--- config.mk ---
export PLATFORM = sky130hd
export DESIGN_NAME = snn_run_controller_flat
export DESIGN_NICKNAME = d
export VERILOG_FILES = /design/src/rtl/snn_run_controller_pkg.sv /design/src/rtl/snn_run_controller_if.sv /design/src/rtl/snn_run_controller_spike_counter_bank.sv /design/src/rtl/snn_run_controller.sv /design/src/flat_wrapper.sv
export SDC_FILE = /design/constraint.sdc
export NUM_CORES = 1
export LEC_CHECK = 0
export CORE_MARGIN = 8
export CORE_UTILIZATION = 30
export DETAILED_ROUTE_END_ITERATION = 6
export GPL_ROUTABILITY_DRIVEN = 1
export HOLD_SLACK_MARGIN = 0.12
export PLACE_DENSITY_LB_ADDON = 0.15
export SETUP_SLACK_MARGIN = 0.4
export SLEW_MARGIN = 10
export SYNTH_ARGS = -nofsm -noshare
export SYNTH_HDL_FRONTEND = slang
export SYNTH_HIERARCHICAL = 1
export SYNTH_SLANG_ARGS = --single-unit
--- constraint.sdc ---
create_clock -name clk -period 1.9 [get_ports clk]
set_input_delay 0.38 -clock clk [delete_from_list [all_inputs] [get_ports clk]]
set_output_delay 0.38 -clock clk [all_outputs]
set_load 0.03 [all_outputs]
--- src/rtl/snn_run_controller_pkg.sv ---
// Shared types and helpers for the SNN run controller: run-state encoding and
// a width-generic saturating increment used by the spike counters.
package snn_ctrl_pkg;

  typedef enum logic [2:0] {
    IDLE  = 3'd0,
    CLEAR = 3'd1,
    RUN   = 3'd2,
    DRAIN = 3'd3,
    DONE  = 3'd4
  } state_e;

  // Increments v, holding at the all-ones value of a w-bit counter (w <= 64).
  function automatic logic [63:0] sat_inc(input logic [63:0] v, input int unsigned w);
    logic [63:0] max_v;
    max_v = (w >= 64) ? '1 : ((64'd1 << w) - 64'd1);
    return (v >= max_v) ? max_v : v + 64'd1;
  endfunction

endpackage

--- src/rtl/snn_run_controller_if.sv ---
// Input spike stream handshake plus host weight-memory bus of the run controller.
// master = host / spike source side, slave = controller side.
interface snn_run_controller_if #(
  parameter int NUM_INPUTS       = 4,
  parameter int WEIGHT_SIZE      = 32,
  parameter int LAYER_ADDR_WIDTH = 32
);
  logic                        in_valid;
  logic [NUM_INPUTS-1:0]       in_spikes;
  logic                        in_ready;
  logic [LAYER_ADDR_WIDTH-1:0] host_addr;
  logic [WEIGHT_SIZE-1:0]      host_din;
  logic                        host_wen;
  logic [WEIGHT_SIZE-1:0]      host_dout;
  logic                        host_err;

  modport master (
    output in_valid, in_spikes, host_addr, host_din, host_wen,
    input  in_ready, host_dout, host_err
  );

  modport slave (
    input  in_valid, in_spikes, host_addr, host_din, host_wen,
    output in_ready, host_dout, host_err
  );
endinterface

--- src/rtl/snn_run_controller_spike_counter_bank.sv ---
// Per-neuron saturating spike counters with clear and sample enable.
// With SNN_RUN_WINNER_EN defined it also registers the argmax of the counts.
module snn_spike_counter_bank
  import snn_ctrl_pkg::*;
#(
  parameter int NUM_OUTPUTS = 1,
  parameter int COUNT_WIDTH = 16
) (
  input  logic                               clk,
  input  logic                               rst,
  input  logic                               clr,
  input  logic                               sample_en,
  input  logic [NUM_OUTPUTS-1:0]             spikes,
  output logic [NUM_OUTPUTS*COUNT_WIDTH-1:0] count
`ifdef SNN_RUN_WINNER_EN
  ,
  input  logic                               win_load,
  output logic [((NUM_OUTPUTS > 1) ? $clog2(NUM_OUTPUTS) : 1)-1:0] win_idx
`endif
);

  logic [COUNT_WIDTH-1:0] cnt_q [NUM_OUTPUTS];
  logic [COUNT_WIDTH-1:0] cnt_d [NUM_OUTPUTS];

  always_comb begin
    for (int i = 0; i < NUM_OUTPUTS; i++) begin
      cnt_d[i] = cnt_q[i];
      if (clr)
        cnt_d[i] = '0;
      else if (sample_en && spikes[i])
        cnt_d[i] = COUNT_WIDTH'(sat_inc(64'(cnt_q[i]), COUNT_WIDTH));
    end
  end

  always_ff @(posedge clk) begin
    for (int i = 0; i < NUM_OUTPUTS; i++) begin
      if (rst) cnt_q[i] <= '0;
      else     cnt_q[i] <= cnt_d[i];
    end
  end

  for (genvar g = 0; g < NUM_OUTPUTS; g++) begin : g_pack
    assign count[g*COUNT_WIDTH +: COUNT_WIDTH] = cnt_q[g];
  end

`ifdef SNN_RUN_WINNER_EN
  localparam int WIN_W = (NUM_OUTPUTS > 1) ? $clog2(NUM_OUTPUTS) : 1;

  logic [WIN_W-1:0]       best_idx;
  logic [COUNT_WIDTH-1:0] best_cnt;
  logic [WIN_W-1:0]       win_q;

  // Argmax is taken over next-state counts so the final DRAIN sample is included;
  // strict '>' keeps the lowest index on ties.
  always_comb begin
    best_idx = '0;
    best_cnt = cnt_d[0];
    for (int i = 1; i < NUM_OUTPUTS; i++) begin
      if (cnt_d[i] > best_cnt) begin
        best_cnt = cnt_d[i];
        best_idx = WIN_W'(i);
      end
    end
  end

  always_ff @(posedge clk) begin
    if (rst)           win_q <= '0;
    else if (win_load) win_q <= best_idx;
  end

  assign win_idx = win_q;
`endif

endmodule

--- src/rtl/snn_run_controller.sv ---
// Sequences one recurrent IF network inference run and arbitrates host weight access.
// Optional feature macro: SNN_RUN_WINNER_EN (adds winner_idx / winner_valid).
module snn_run_controller
  import snn_ctrl_pkg::*;
#(
  parameter int NUM_INPUTS       = 4,
  parameter int NUM_OUTPUTS      = 1,
  parameter int NUM_TIMESTEPS    = 100,
  parameter int COUNT_WIDTH      = 16,
  parameter int WEIGHT_SIZE      = 32,
  parameter int LAYER_ADDR_WIDTH = 32
) (
  input  logic                               clk,
  input  logic                               rst,
  input  logic                               start,
  output logic                               busy,
  output logic                               done,
  snn_run_controller_if.slave                ctrl,
  output logic                               net_rst,
  output logic [NUM_INPUTS-1:0]              net_spike_in,
  input  logic [NUM_OUTPUTS-1:0]             net_spike_out,
  output logic [NUM_OUTPUTS*COUNT_WIDTH-1:0] spike_count,
  output logic [LAYER_ADDR_WIDTH-1:0]        mem_addr,
  output logic [WEIGHT_SIZE-1:0]             mem_din,
  output logic                               mem_wen,
  input  logic [WEIGHT_SIZE-1:0]             mem_dout
`ifdef SNN_RUN_WINNER_EN
  ,
  output logic [((NUM_OUTPUTS > 1) ? $clog2(NUM_OUTPUTS) : 1)-1:0] winner_idx,
  output logic                               winner_valid
`endif
);

  localparam int              TS_W    = $clog2(NUM_TIMESTEPS + 1);
  localparam logic [TS_W-1:0] TS_LAST = TS_W'(NUM_TIMESTEPS - 1);

  state_e          state_q, state_d;
  logic [TS_W-1:0] ts_q, ts_d;
  logic            sample_q, done_q, err_q;
  logic            hs, clr, win_load;

  assign hs = ctrl.in_valid & ctrl.in_ready;

  always_ff @(posedge clk) begin
    if (rst) begin
      state_q  <= IDLE;
      ts_q     <= '0;
      sample_q <= 1'b0;
      done_q   <= 1'b0;
      err_q    <= 1'b0;
    end else begin
      state_q  <= state_d;
      ts_q     <= ts_d;
      sample_q <= hs;
      done_q   <= (state_q == DRAIN);
      err_q    <= ctrl.host_wen & busy;
    end
  end

  always_comb begin
    state_d = state_q;
    ts_d    = ts_q;
    unique case (state_q)
      IDLE, DONE: if (start) state_d = CLEAR;
      CLEAR: begin
        state_d = RUN;
        ts_d    = '0;
      end
      RUN: begin
        if (hs) begin
          ts_d = ts_q + TS_W'(1);
          if (ts_q == TS_LAST) state_d = DRAIN;
        end
      end
      DRAIN:   state_d = DONE;
      default: state_d = IDLE;
    endcase
  end

  always_comb begin
    busy          = 1'b0;
    ctrl.in_ready = 1'b0;
    clr           = 1'b0;
`ifdef SNN_RUN_WINNER_EN
    winner_valid  = 1'b0;
`endif
    case (state_q)
      CLEAR: begin
        busy = 1'b1;
        clr  = 1'b1;
      end
      RUN: begin
        busy          = 1'b1;
        ctrl.in_ready = 1'b1;
      end
      DRAIN: busy = 1'b1;
`ifdef SNN_RUN_WINNER_EN
      DONE:  winner_valid = 1'b1;
`endif
      default: ;
    endcase
  end

  assign win_load       = (state_q == DRAIN);
  assign done           = done_q;
  assign net_rst        = rst | clr;
  assign net_spike_in   = hs ? ctrl.in_spikes : '0;

  // Host port: reads always pass through, writes are gated off for the whole run.
  assign mem_addr       = ctrl.host_addr;
  assign mem_din        = ctrl.host_din;
  assign mem_wen        = ctrl.host_wen & ~busy;
  assign ctrl.host_dout = mem_dout;
  assign ctrl.host_err  = err_q;

  snn_spike_counter_bank #(
    .NUM_OUTPUTS (NUM_OUTPUTS),
    .COUNT_WIDTH (COUNT_WIDTH)
  ) u_bank (
    .clk       (clk),
    .rst       (rst),
    .clr       (clr),
    .sample_en (sample_q),
    .spikes    (net_spike_out),
    .count     (spike_count)
`ifdef SNN_RUN_WINNER_EN
    ,
    .win_load  (win_load),
    .win_idx   (winner_idx)
`endif
  );

`ifndef SNN_RUN_WINNER_EN
  logic unused_win_load;
  assign unused_win_load = win_load;
`endif

endmodule
--- src/flat_wrapper.sv ---
// flat-port wrapper written by rule: the top's interface ports become plain ports
module snn_run_controller_flat import snn_ctrl_pkg::*;
#(
  parameter int NUM_INPUTS       = 4,
  parameter int NUM_OUTPUTS      = 1,
  parameter int NUM_TIMESTEPS    = 100,
  parameter int COUNT_WIDTH      = 16,
  parameter int WEIGHT_SIZE      = 32,
  parameter int LAYER_ADDR_WIDTH = 32
)
  (clk, rst, start, busy, done, net_rst, net_spike_in, net_spike_out, spike_count, mem_addr, mem_din, mem_wen, mem_dout, ctrl_in_valid, ctrl_in_spikes, ctrl_host_addr, ctrl_host_din, ctrl_host_wen, ctrl_in_ready, ctrl_host_dout, ctrl_host_err);
  snn_run_controller_if #(.NUM_INPUTS(NUM_INPUTS), .WEIGHT_SIZE(WEIGHT_SIZE), .LAYER_ADDR_WIDTH(LAYER_ADDR_WIDTH)) ctrl_i ();
  input  logic clk;
  input  logic rst;
  input  logic start;
  output logic busy;
  output logic done;
  output logic net_rst;
  output logic [NUM_INPUTS-1:0] net_spike_in;
  input  logic [NUM_OUTPUTS-1:0] net_spike_out;
  output logic [NUM_OUTPUTS*COUNT_WIDTH-1:0] spike_count;
  output logic [LAYER_ADDR_WIDTH-1:0] mem_addr;
  output logic [WEIGHT_SIZE-1:0] mem_din;
  output logic mem_wen;
  input  logic [WEIGHT_SIZE-1:0] mem_dout;
  input wire logic [$bits(ctrl_i.in_valid)-1:0] ctrl_in_valid;
  input wire logic [$bits(ctrl_i.in_spikes)-1:0] ctrl_in_spikes;
  input wire logic [$bits(ctrl_i.host_addr)-1:0] ctrl_host_addr;
  input wire logic [$bits(ctrl_i.host_din)-1:0] ctrl_host_din;
  input wire logic [$bits(ctrl_i.host_wen)-1:0] ctrl_host_wen;
  output wire logic [$bits(ctrl_i.in_ready)-1:0] ctrl_in_ready;
  output wire logic [$bits(ctrl_i.host_dout)-1:0] ctrl_host_dout;
  output wire logic [$bits(ctrl_i.host_err)-1:0] ctrl_host_err;
  assign ctrl_i.in_valid = ctrl_in_valid;
  assign ctrl_i.in_spikes = ctrl_in_spikes;
  assign ctrl_i.host_addr = ctrl_host_addr;
  assign ctrl_i.host_din = ctrl_host_din;
  assign ctrl_i.host_wen = ctrl_host_wen;
  assign ctrl_in_ready = ctrl_i.in_ready;
  assign ctrl_host_dout = ctrl_i.host_dout;
  assign ctrl_host_err = ctrl_i.host_err;
  snn_run_controller #(.NUM_INPUTS(NUM_INPUTS), .NUM_OUTPUTS(NUM_OUTPUTS), .NUM_TIMESTEPS(NUM_TIMESTEPS), .COUNT_WIDTH(COUNT_WIDTH), .WEIGHT_SIZE(WEIGHT_SIZE), .LAYER_ADDR_WIDTH(LAYER_ADDR_WIDTH)) u_core (.clk(clk), .rst(rst), .start(start), .busy(busy), .done(done), .ctrl(ctrl_i), .net_rst(net_rst), .net_spike_in(net_spike_in), .net_spike_out(net_spike_out), .spike_count(spike_count), .mem_addr(mem_addr), .mem_din(mem_din), .mem_wen(mem_wen), .mem_dout(mem_dout));
endmodule
==> flow_summary.toml <==
[route]
drtIter0Drc = 16
drt-vias-per-instance = 4.743
route.antenna.remaining_nets = 0
route.detailed.wl_per_inst_um = 15.08
drt_first_pass_iters = 4
num_vias = 1641
totalWireLength_mm = 5.216
remaining_drc_errors = 0

[cells_and_area]
utilization_pct = 33.62
syn2layout_area_growth_pct = 10.31
num-nets-final = 351
nFillCells = 809
regArea_um2 = 621.8
layout.cell_area.non_filler_um2 = 2557
finalNonFillerCells = 346
antenna_cells = 0
multi_input_comb_area_um2 = 1016
layout_cell_share_with_drive_strength_beyond_1_pct = 41.39

[sta]
fmaxAchievable_ghz = 0.6034
min_period_ns = 1.657
tightestPinTransition_ns = 0.3401
finalHoldViolations = 0
finClkSkew_ns = 0.003141
maxSlewHeadroom_pct = 77.12
fin_crit_sh_pct = 87.23
timing.final.setup_violations = 0
finalMaxSlewViolations = 0
grt_setup_unrepaired = "yes"
finalHoldWorstSlack_ns = 0.4690

[cts]
cts-buffers-inserted = 5
clock_latency_ns = 0.29
cts_tree = "yes"
clk_path_buf_depth = 2
clk_root_buffer_cell = "sky130_fd_sc_hd__clkbuf_8"
cts_sinks = 29
cts.htree.levels = 2
post_cts_hold_buffer_count = 0
clk_pin_slew_ns = 0.07

[placement]
gp_routability_congestion = 0.7522
hpwl_dp_mm = 3.489
numPortBuffers = 35
placed_cells_incl_taps = 308
placedInstanceArea_um2 = 2126

[hold_path]
hold_path_startpoint = "ctrl_host_wen"
worst_hold_path.num_cells = 2
holdCritPathClass = "primary input to flop"
hold-path-endpoint = "u_core/ctrl.host_err"

[status]
result_of_the_run = "finished clean"

[global_route]
grt_pass1_vias = 1688
grt_max_degree = 12
grt_usage_pct = 9.338
grt_first_pass_wirelength_mm = 8.397
gr-total-overflow = 0
grt_antenna_before_repair = 0

[floorplanning]
die_w_um = 103.9
chipHeight_um = 103.9
initial_core_util_pct = 30.48
fp.coreArea_um2 = 7607
placement_rows = 32
io_pins = 228
dieArea_um2 = 10800

[worst_setup_path]
critical_path_class = "flop to primary output"
critical_path_peak_fanout = 5
end_of_the_worst_register_to_register_path = "u_core/ts_q[0]"
worst-r2r-setup-slack_ns = 0.38
timing.rr.start = "u_core/state_q[0]"
setup.worst_path.start_class = "flop"
r2r.worst_path.cells = 8
arrival_ns = 1.28
critPathCaptureType = "primary output"
critPathRequiredTime_ns = 1.52

[synth]
synth_warnings = 6
syn_nets = 372
seq_total_area_yosys_pct = 25.04
synthesis.area_um2 = 2318
synthesis.area_per_instance_um2 = 8.782
ys_async_sr_fraction_pct = 0
count_of_flip_flops_with_a_built_in_enable_after_synthesis = 0
yosys_most_used_dff = "sky130_fd_sc_hd__dfxtp_1"
netlist_instances = 264
post_synth_num_cell_types = 45
synth-seq-cells = 29

[power_and_ir_drop]
leakagePower_nw = 1.078
irDropWorstVdd_mv = 0.2026
power-per-cell-area_nw_per_um2 = 543.8

[job]
maxCapViolCount = 0
Yosys cell counts, drive strengths merged, types with 5 or more instances:
master | number | area share [%]
nand3 | 13 | 3.6
inv | 11 | 1.8
xnor2 | 12 | 4.5
dfxtp | 29 | 25
nor4 | 6 | 2.3
mux2i | 5 | 2.2
nor2 | 6 | 0.97
buf | 102 | 33
nor3 | 7 | 1.5
a21oi | 17 | 3.7
nand3b | 6 | 3.0
nand2 | 9 | 1.7
critical path, cell delays in order, from the launching register on:
cell,delay (ns)
sky130_fd_sc_hd__dfxtp_4,0.36
sky130_fd_sc_hd__and4bb_2,0.35
sky130_fd_sc_hd__and2_4,0.16
sky130_fd_sc_hd__buf_6,0.12
timing repair:
| item | 4_1_cts | 5_1_grt |
|---|---|---|
| endpoints found under the hold margin | 0 | 0 |
| pin swaps | 12 | 13 |
| buffers inserted | 19 | 10 |
| endpoints found under the setup margin | 42 | 27 |
| resized for setup | 50 | 16 |
| cloned | 1 | 0 |
metrics by stage:
stage	setup WS (ns)	setup TNS (ns)	total power, W
4_1_cts	0.2216	0	0.001389
5_1_grt	0.1952	0	0.001454
6_report	0.2427	0	0.001391
3_5_place_dp	-0.06177	-0.1128	0.0008202
2_1_floorplan	0.3928	0	0.001129
3_3_place_gp	-0.01364	-0.01364	0.0008192
power breakdown:
| group | total (W) | internal (W) | switching, W | leakage (nW) |
|---|---|---|---|---|
| logic | 0.000263 | 0.000137 | 0.000125 | 0.789 |
| registers | 0.000616 | 0.000606 | 0.00000997 | 0.244 |
| clock network | 0.000512 | 0.000254 | 0.000258 | 0.0450 |
| total | 0.00139 | 0.000997 | 0.000394 | 1.08 |
worst max path at each step:
stage	from	end	slack (ns)	depth (start not counted)
after floorplan	u_core/state_q[0]	mem_wen	0.39	4
after global placement	net_spike_out	u_core/u_bank/cnt_q[0][13]	-0.01	5
after detailed placement	net_spike_out	u_core/u_bank/cnt_q[0][11]	-0.06	5
after CTS	u_core/state_q[2]	net_spike_in[0]	0.22	3
after global routing	u_core/state_q[2]	net_spike_in[0]	0.20	3
final	u_core/state_q[2]	net_spike_in[0]	0.24	3
final cells by class:
type                    count  share of cell area, %
clock inverters             2                 0.3914
flip-flops and latches     29                  24.32
clock buffers               6                  2.838
inverters                  11                  1.614
multi-input cells         120                  39.73
repair buffers             76                  26.13
well taps                 102                  4.990
cell usage in the layout (no fill, tap or decap), drive strengths merged, types with 2 or more instances in the layout:
cell type and instances:
a31oi 3, nand2 9, clkbuf 7, ha 2, nand3 14, nor4b 2
inv 11, clkdlybuf4s15 3, nand4 4, o32ai 2, and3 2, nor4 6
clkdlybuf4s50 6, nor3 7, a21oi 17, nand3b 6, a2111oi 2, dlygate4sd2 17
buf 49, mux2i 5, nor2 6, xnor2 12, clkinv 2, and2 4
dfxtp 29, nand2b 3
flip-flops by register name (all words and copies together), names as in the netlist:
| name | cells |
|---|---|
| u_core/ts_q | 7 |
| u_core/u_bank/cnt_q | 16 |
| u_core/ctrl.host_err | 1 |
| u_core/sample_q | 1 |
| u_core/state_q | 3 |
| u_core/done | 1 |
logic make-up (layout without fill, tap and decap cells):
family / Yosys count / count (layout) / synth area share [%]
AOI/OAI and AO/OA: 31 / 31 / 10.31
xor gates and xnor gates: 13 / 13 / 4.911
adders and majority gates: 2 / 2 / 1.079
buffers and inverters: 116 / 95 / 35.29
DFF: 29 / 29 / 25.04
muxes: 6 / 6 / 2.644
and+or+nand+nor: 67 / 68 / 20.72
per-layer routing:
metal	vias to the layer above	GRT usage, %	part of all wire [%]
met5	-	0	0
met4	0	4.964	2.8
met3	32	4.895	9.2
met2	88	15.44	51
met1	759	9.351	37
li1	762	-	-
Note: power is estimated with default switching activity, not from simulation.
==> edit 1 (config.mk and constraints unchanged) <==
Re-encode `state_e` (5 states) as Gray code, 3 bits wide.
--- a/src/rtl/snn_run_controller_pkg.sv
+++ b/src/rtl/snn_run_controller_pkg.sv
@@ -3,11 +3,11 @@
 package snn_ctrl_pkg;
 
   typedef enum logic [2:0] {
-    IDLE  = 3'd0,
-    CLEAR = 3'd1,
-    RUN   = 3'd2,
-    DRAIN = 3'd3,
-    DONE  = 3'd4
+    IDLE  = 3'b000,
+    CLEAR = 3'b001,
+    RUN   = 3'b011,
+    DRAIN = 3'b010,
+    DONE  = 3'b110
   } state_e;
 
   // Increments v, holding at the all-ones value of a w-bit counter (w <= 64).
Function: same outputs for any inputs over 10 cycles, from zero or initial values and one cycle with rst high; not proved beyond that.
==> edit 1 against the original RTL <==
- total power rose by 14%
- cell area fell by 1.6%
- sequential cell count unchanged
- routed wire length fell by 8.3%
- area after synthesis decreased by 5.3%
- clock skew rose by 0.0077 ns
- first-iteration DRC count rose by 56%
- worst setup slack worse by 0.091 ns
- largest cell class unchanged
==> edit 1: results (changes against the original RTL) <==
| Metric | Value |
|---|---|
| Status | finished clean |
| WP data arrival | 1.37 ns (+0.09 ns) |
| Cell Int Power | 1.19 mW (+19%) |
| Slowest cell on crit path | or3b_4 |
| Met3 WL post-DR | 426 µm (-11%) |
| Hold crit path type | reg2reg |
| Routability Congestion | 0.709 (-5.8%) |
| Wire per inst | 14.4 µm (-4.7%) |
| Hold_ws | 0.499 ns (+0.0303 ns) |
| Leak | 0.954 nW (-12%) |
| Worst Setup SP | u_core/state_q[1] |
| Post-Place Cells | 297 (-3.6%) |
| Sequential share of the synthesized area | 26.4% (+1.4 points) |
| Hold Startpoint | u_core/ts_q[1] |
| First-pass GRT wire length | 7.47 mm (-11%) |
| R2r startpoint | u_core/state_q[2] |
| Gr usage total | 9.18% (-0.16 points) |
| Largest stage delay, worst path | 0.42 ns (+0.06 ns) |
| Clk slew on worst S/H paths | 0.06 ns |
| Setup WS post-layout | 0.152 ns (-0.0906 ns) |
| Post-Route M1 WL | 1.98 mm (+1.5%) |
| M2 GR Usage | 14.1% (-1.4 points) |
| GR Util met1 | 9.82% (+0.47 points) |
| Mux contribution to synthesized area | 1.37% (-1.3 points) |
| Pre-CTS setup slack | 0.0139 ns (+0.0757 ns) |
| Worst-Margin Slew | 0.511 ns (+0.171 ns) |
| Nets | 341 (-2.8%) |
| Post-synth top cells | buf_4, dfxtp_1, a21oi_1 |
| Wire length on met2 | 2.29 mm (-13%) |
| Synth Area in Adders | 1.14% (+0.060 points) |
| Mapped Nets | 365 (-1.9%) |
| Vias/cell | 4.66 (-1.7%) |
| Yosys cell types | 44 (-2.2%) |
| Layout cell share with drive strength beyond 1 | 48.3% (+6.9 points) |
| Starting DRT DRC Count | 25 (+9) |
| Multi-input gate area | 980 µm² (-3.6%) |
| Post-synthesis compound-gate area fraction | 9.40% (-0.91 points) |
| Dpl hpwl | 3.21 mm (-8.1%) |
| Maximum VDD drop | 0.473 mV (+130%) |
| Fillcell total | 741 (-8.4%) |
| Synth area leaders | buf_4, dfxtp_1, xnor2_1, a21oi_1, buf_6 |
| Power density over cell area | 631 nW/µm² (+16%) |
| Synth Area in XOR/XNOR | 4.79% (-0.12 points) |
| Sequential Power Share | 39.3% (-5.0 points) |
| Cell count of the worst reg-to-reg path | 6 (-2) |
| Flop-to-flop setup slack | 0.25 ns (-0.13 ns) |
| Post-Synthesis Cells | 257 (-2.7%) |
| Max FO, Critical Path | 3 (-2) |
| Largest net degree at the start of global routing | 11 (-1) |
| Vias in the first global route | 1550 (-8.2%) |
| Clk_skew | 0.0108 ns (+0.00769 ns) |
| Power share of the clock group | 42.9% (+6.1 points) |
| DP Area | 1970 µm² (-7.4%) |
edit 1: area by class of cell:
cell class / instances / area share [%]
Clock buffer: 7 / 3.43
Timing Repair Buffer: 72 / 25.9
Inverter: 7 / 1.04
Clock inverter: 1 / 1.19
Tap cell: 99 / 4.92
Multi-Input combinational cell: 118 / 38.9
Sequential cell: 29 / 24.6
edit 1: timing repair:
| action | CTS | global route |
|---|---|---|
| gates cloned | 2 | 0 |
| gates resized for setup | 63 | 44 |
| setup endpoints to repair | 41 | 35 |
| setup buffers | 13 | 13 |
| hold endpoints to repair | 0 | 0 |
| pin swaps | 9 | 11 |
edit 1: worst paths after layout:
check                    to
min          u_core/ts_q[1]
max                 net_rst
min reg2reg  u_core/ts_q[1]
max reg2reg  u_core/ts_q[4]
edit 1: worst max-delay path: cells and delay by family, from the launching register on:
kind | cells | cell delay (ns)
DFF | 1 | 0.35
buffers and inverters | 2 | 0.24
and+or+nand+nor | 2 | 0.51
==> edit 2 (config.mk and constraints unchanged) <==
Without the edit above. `LAYER_ADDR_WIDTH` is set to 32 in 3 places; all go to 64.
--- a/src/rtl/snn_run_controller_if.sv
+++ b/src/rtl/snn_run_controller_if.sv
@@ -3,7 +3,7 @@
 interface snn_run_controller_if #(
   parameter int NUM_INPUTS       = 4,
   parameter int WEIGHT_SIZE      = 32,
-  parameter int LAYER_ADDR_WIDTH = 32
+  parameter int LAYER_ADDR_WIDTH = 64
 );
   logic                        in_valid;
   logic [NUM_INPUTS-1:0]       in_spikes;
--- a/src/rtl/snn_run_controller.sv
+++ b/src/rtl/snn_run_controller.sv
@@ -8,7 +8,7 @@
   parameter int NUM_TIMESTEPS    = 100,
   parameter int COUNT_WIDTH      = 16,
   parameter int WEIGHT_SIZE      = 32,
-  parameter int LAYER_ADDR_WIDTH = 32
+  parameter int LAYER_ADDR_WIDTH = 64
 ) (
   input  logic                               clk,
   input  logic                               rst,
--- a/src/flat_wrapper.sv
+++ b/src/flat_wrapper.sv
@@ -6,7 +6,7 @@
   parameter int NUM_TIMESTEPS    = 100,
   parameter int COUNT_WIDTH      = 16,
   parameter int WEIGHT_SIZE      = 32,
-  parameter int LAYER_ADDR_WIDTH = 32
+  parameter int LAYER_ADDR_WIDTH = 64
 )
   (clk, rst, start, busy, done, net_rst, net_spike_in, net_spike_out, spike_count, mem_addr, mem_din, mem_wen, mem_dout, ctrl_in_valid, ctrl_in_spikes, ctrl_host_addr, ctrl_host_din, ctrl_host_wen, ctrl_in_ready, ctrl_host_dout, ctrl_host_err);
   snn_run_controller_if #(.NUM_INPUTS(NUM_INPUTS), .WEIGHT_SIZE(WEIGHT_SIZE), .LAYER_ADDR_WIDTH(LAYER_ADDR_WIDTH)) ctrl_i ();
Interface: changed (resized ctrl_host_addr and mem_addr); port bits go from 228 to 292. The function was not compared with the original's and may differ.
==> edit 2 against the original RTL <==
- cell area fell by 0.34%
- sequential power grew 0.8%
- area after synthesis is 10% higher
- worst setup slack improved by 0.030 ns
- total power decreased by 2.2%
- sequential cell count did not move
- clock power is 4.3% lower
- routed wire length rose by 11%
- sequential share of layout area shrank 0.21 points
- critical endpoint is now net_rst
- largest power group unchanged
==> edit 2: results (changes against the original RTL) <==
| Metric | Value |
|---|---|
| WP data arrival | 1.25 ns (-0.03 ns) |
| Post-synth top cells | buf_4, dfxtp_1, a21oi_1 |
| Largest stage delay, worst path | 0.40 ns (+0.04 ns) |
| Post-route insts no fill | 341 (-1.4%) |
| Critical Path Sink | net_rst |
| Routability Congestion | 0.739 (-1.8%) |
| Leak | 1.03 nW (-4.3%) |
| Starting DRT DRC Count | 52 (+36) |
| DR vias | 1664 (+1.4%) |
| Post-Place Cells | 313 (+1.6%) |
| First-pass GRT wire length | 8.77 mm (+4.4%) |
| DP Area | 2140 µm² (+0.88%) |
| Worst-Margin Slew | 0.338 ns (-0.00188 ns) |
| CTS H-tree depth | 2 (unchanged) |
| Synth Area in Adders | 0.978% (-0.10 points) |
| Mapped Nets | 436 (+17%) |
| Clk_skew | 0.00656 ns (+0.00341 ns) |
| Synth area leaders | buf_4, dfxtp_1, xnor2_1, a21oi_1, nand3_1 |
| Flop-to-flop setup slack | 0.45 ns (+0.07 ns) |
| RR Endpoint | u_core/ts_q[5] |
| Wire per inst | 17.0 µm (+13%) |
| FF/Latch Area | 614 µm² (-1.2%) |
| Cell count of the worst reg-to-reg path | 5 (-3) |
| Status | finished clean |
| Fillcell total | 899 (+11%) |
| Clk slew on worst S/H paths | 0.06 ns |
| Maximum VDD drop | 0.182 mV (-10%) |
| Gr usage total | 9.29% (-0.044 points) |
| Sequential share of the synthesized area | 22.7% (-2.4 points) |
| Layout cell share with drive strength beyond 1 | 44.5% (+3.1 points) |
| Psw | 0.369 mW (-6.1%) |
| Post-synthesis compound-gate area fraction | 9.34% (-0.97 points) |
| Mux contribution to synthesized area | 2.40% (-0.25 points) |
| Pre-CTS setup slack | -0.0341 ns (+0.0276 ns) |
| Synth Area in XOR/XNOR | 4.45% (-0.46 points) |
| Maximum clock rate | 615 MHz (+1.8%) |
| Post-Synthesis Cells | 296 (+12%) |
## edit 2: cell type report
| class | instances | area share [%] |
|---|---|---|
| Multi-Input combinational cell | 121 | 41.8 |
| Sequential cell | 29 | 24.1 |
| Timing Repair Buffer | 67 | 24.1 |
| Tap cell | 105 | 5.15 |
| Clock buffer | 6 | 2.85 |
| Inverter | 11 | 1.62 |
| Clock inverter | 2 | 0.393 |
## edit 2: worst min-delay path by stage
stage | start | endpoint | slack (ns) | depth (start not counted)
2_1_floorplan | u_core/ts_q[6] | u_core/state_q[0] | 0.45 | 2
3_3_place_gp | u_core/ts_q[6] | u_core/ts_q[6] | 0.48 | 2
3_5_place_dp | u_core/ts_q[4] | u_core/ts_q[4] | 0.49 | 2
4_1_cts | ctrl_host_wen | u_core/ctrl.host_err | 0.47 | 2
5_1_grt | ctrl_host_wen | u_core/ctrl.host_err | 0.47 | 2
6_report | ctrl_host_wen | u_core/ctrl.host_err | 0.47 | 2
## edit 2: routing by layer
| metal | GRT usage, % | share of wire [%] | vias up |
|---|---|---|---|
| li1 | - | - | 742 |
| met3 | 7.38 | 16 | 38 |
| met1 | 8.65 | 36 | 776 |
| met5 | 0 | 0 | - |
| met4 | 5.28 | 3.4 | 0 |
| met2 | 14.3 | 45 | 108 |
## edit 2: power by group through the flow
stage	clock network (mW)	registers, mW	logic, mW
floorplan	0	0.633	0.622
global placement	0	0.636	0.186
detailed placement	0	0.635	0.184
CTS	0.514	0.620	0.215
global route	0.541	0.622	0.267
finish	0.490	0.621	0.249
## edit 2: timing repair
item,4_1_cts,5_1_grt
setup endpoints to repair,44,27
hold endpoints to repair,0,0
gates cloned,1,2
pin swaps,16,8
buffers inserted,7,10
gates resized for setup,49,24
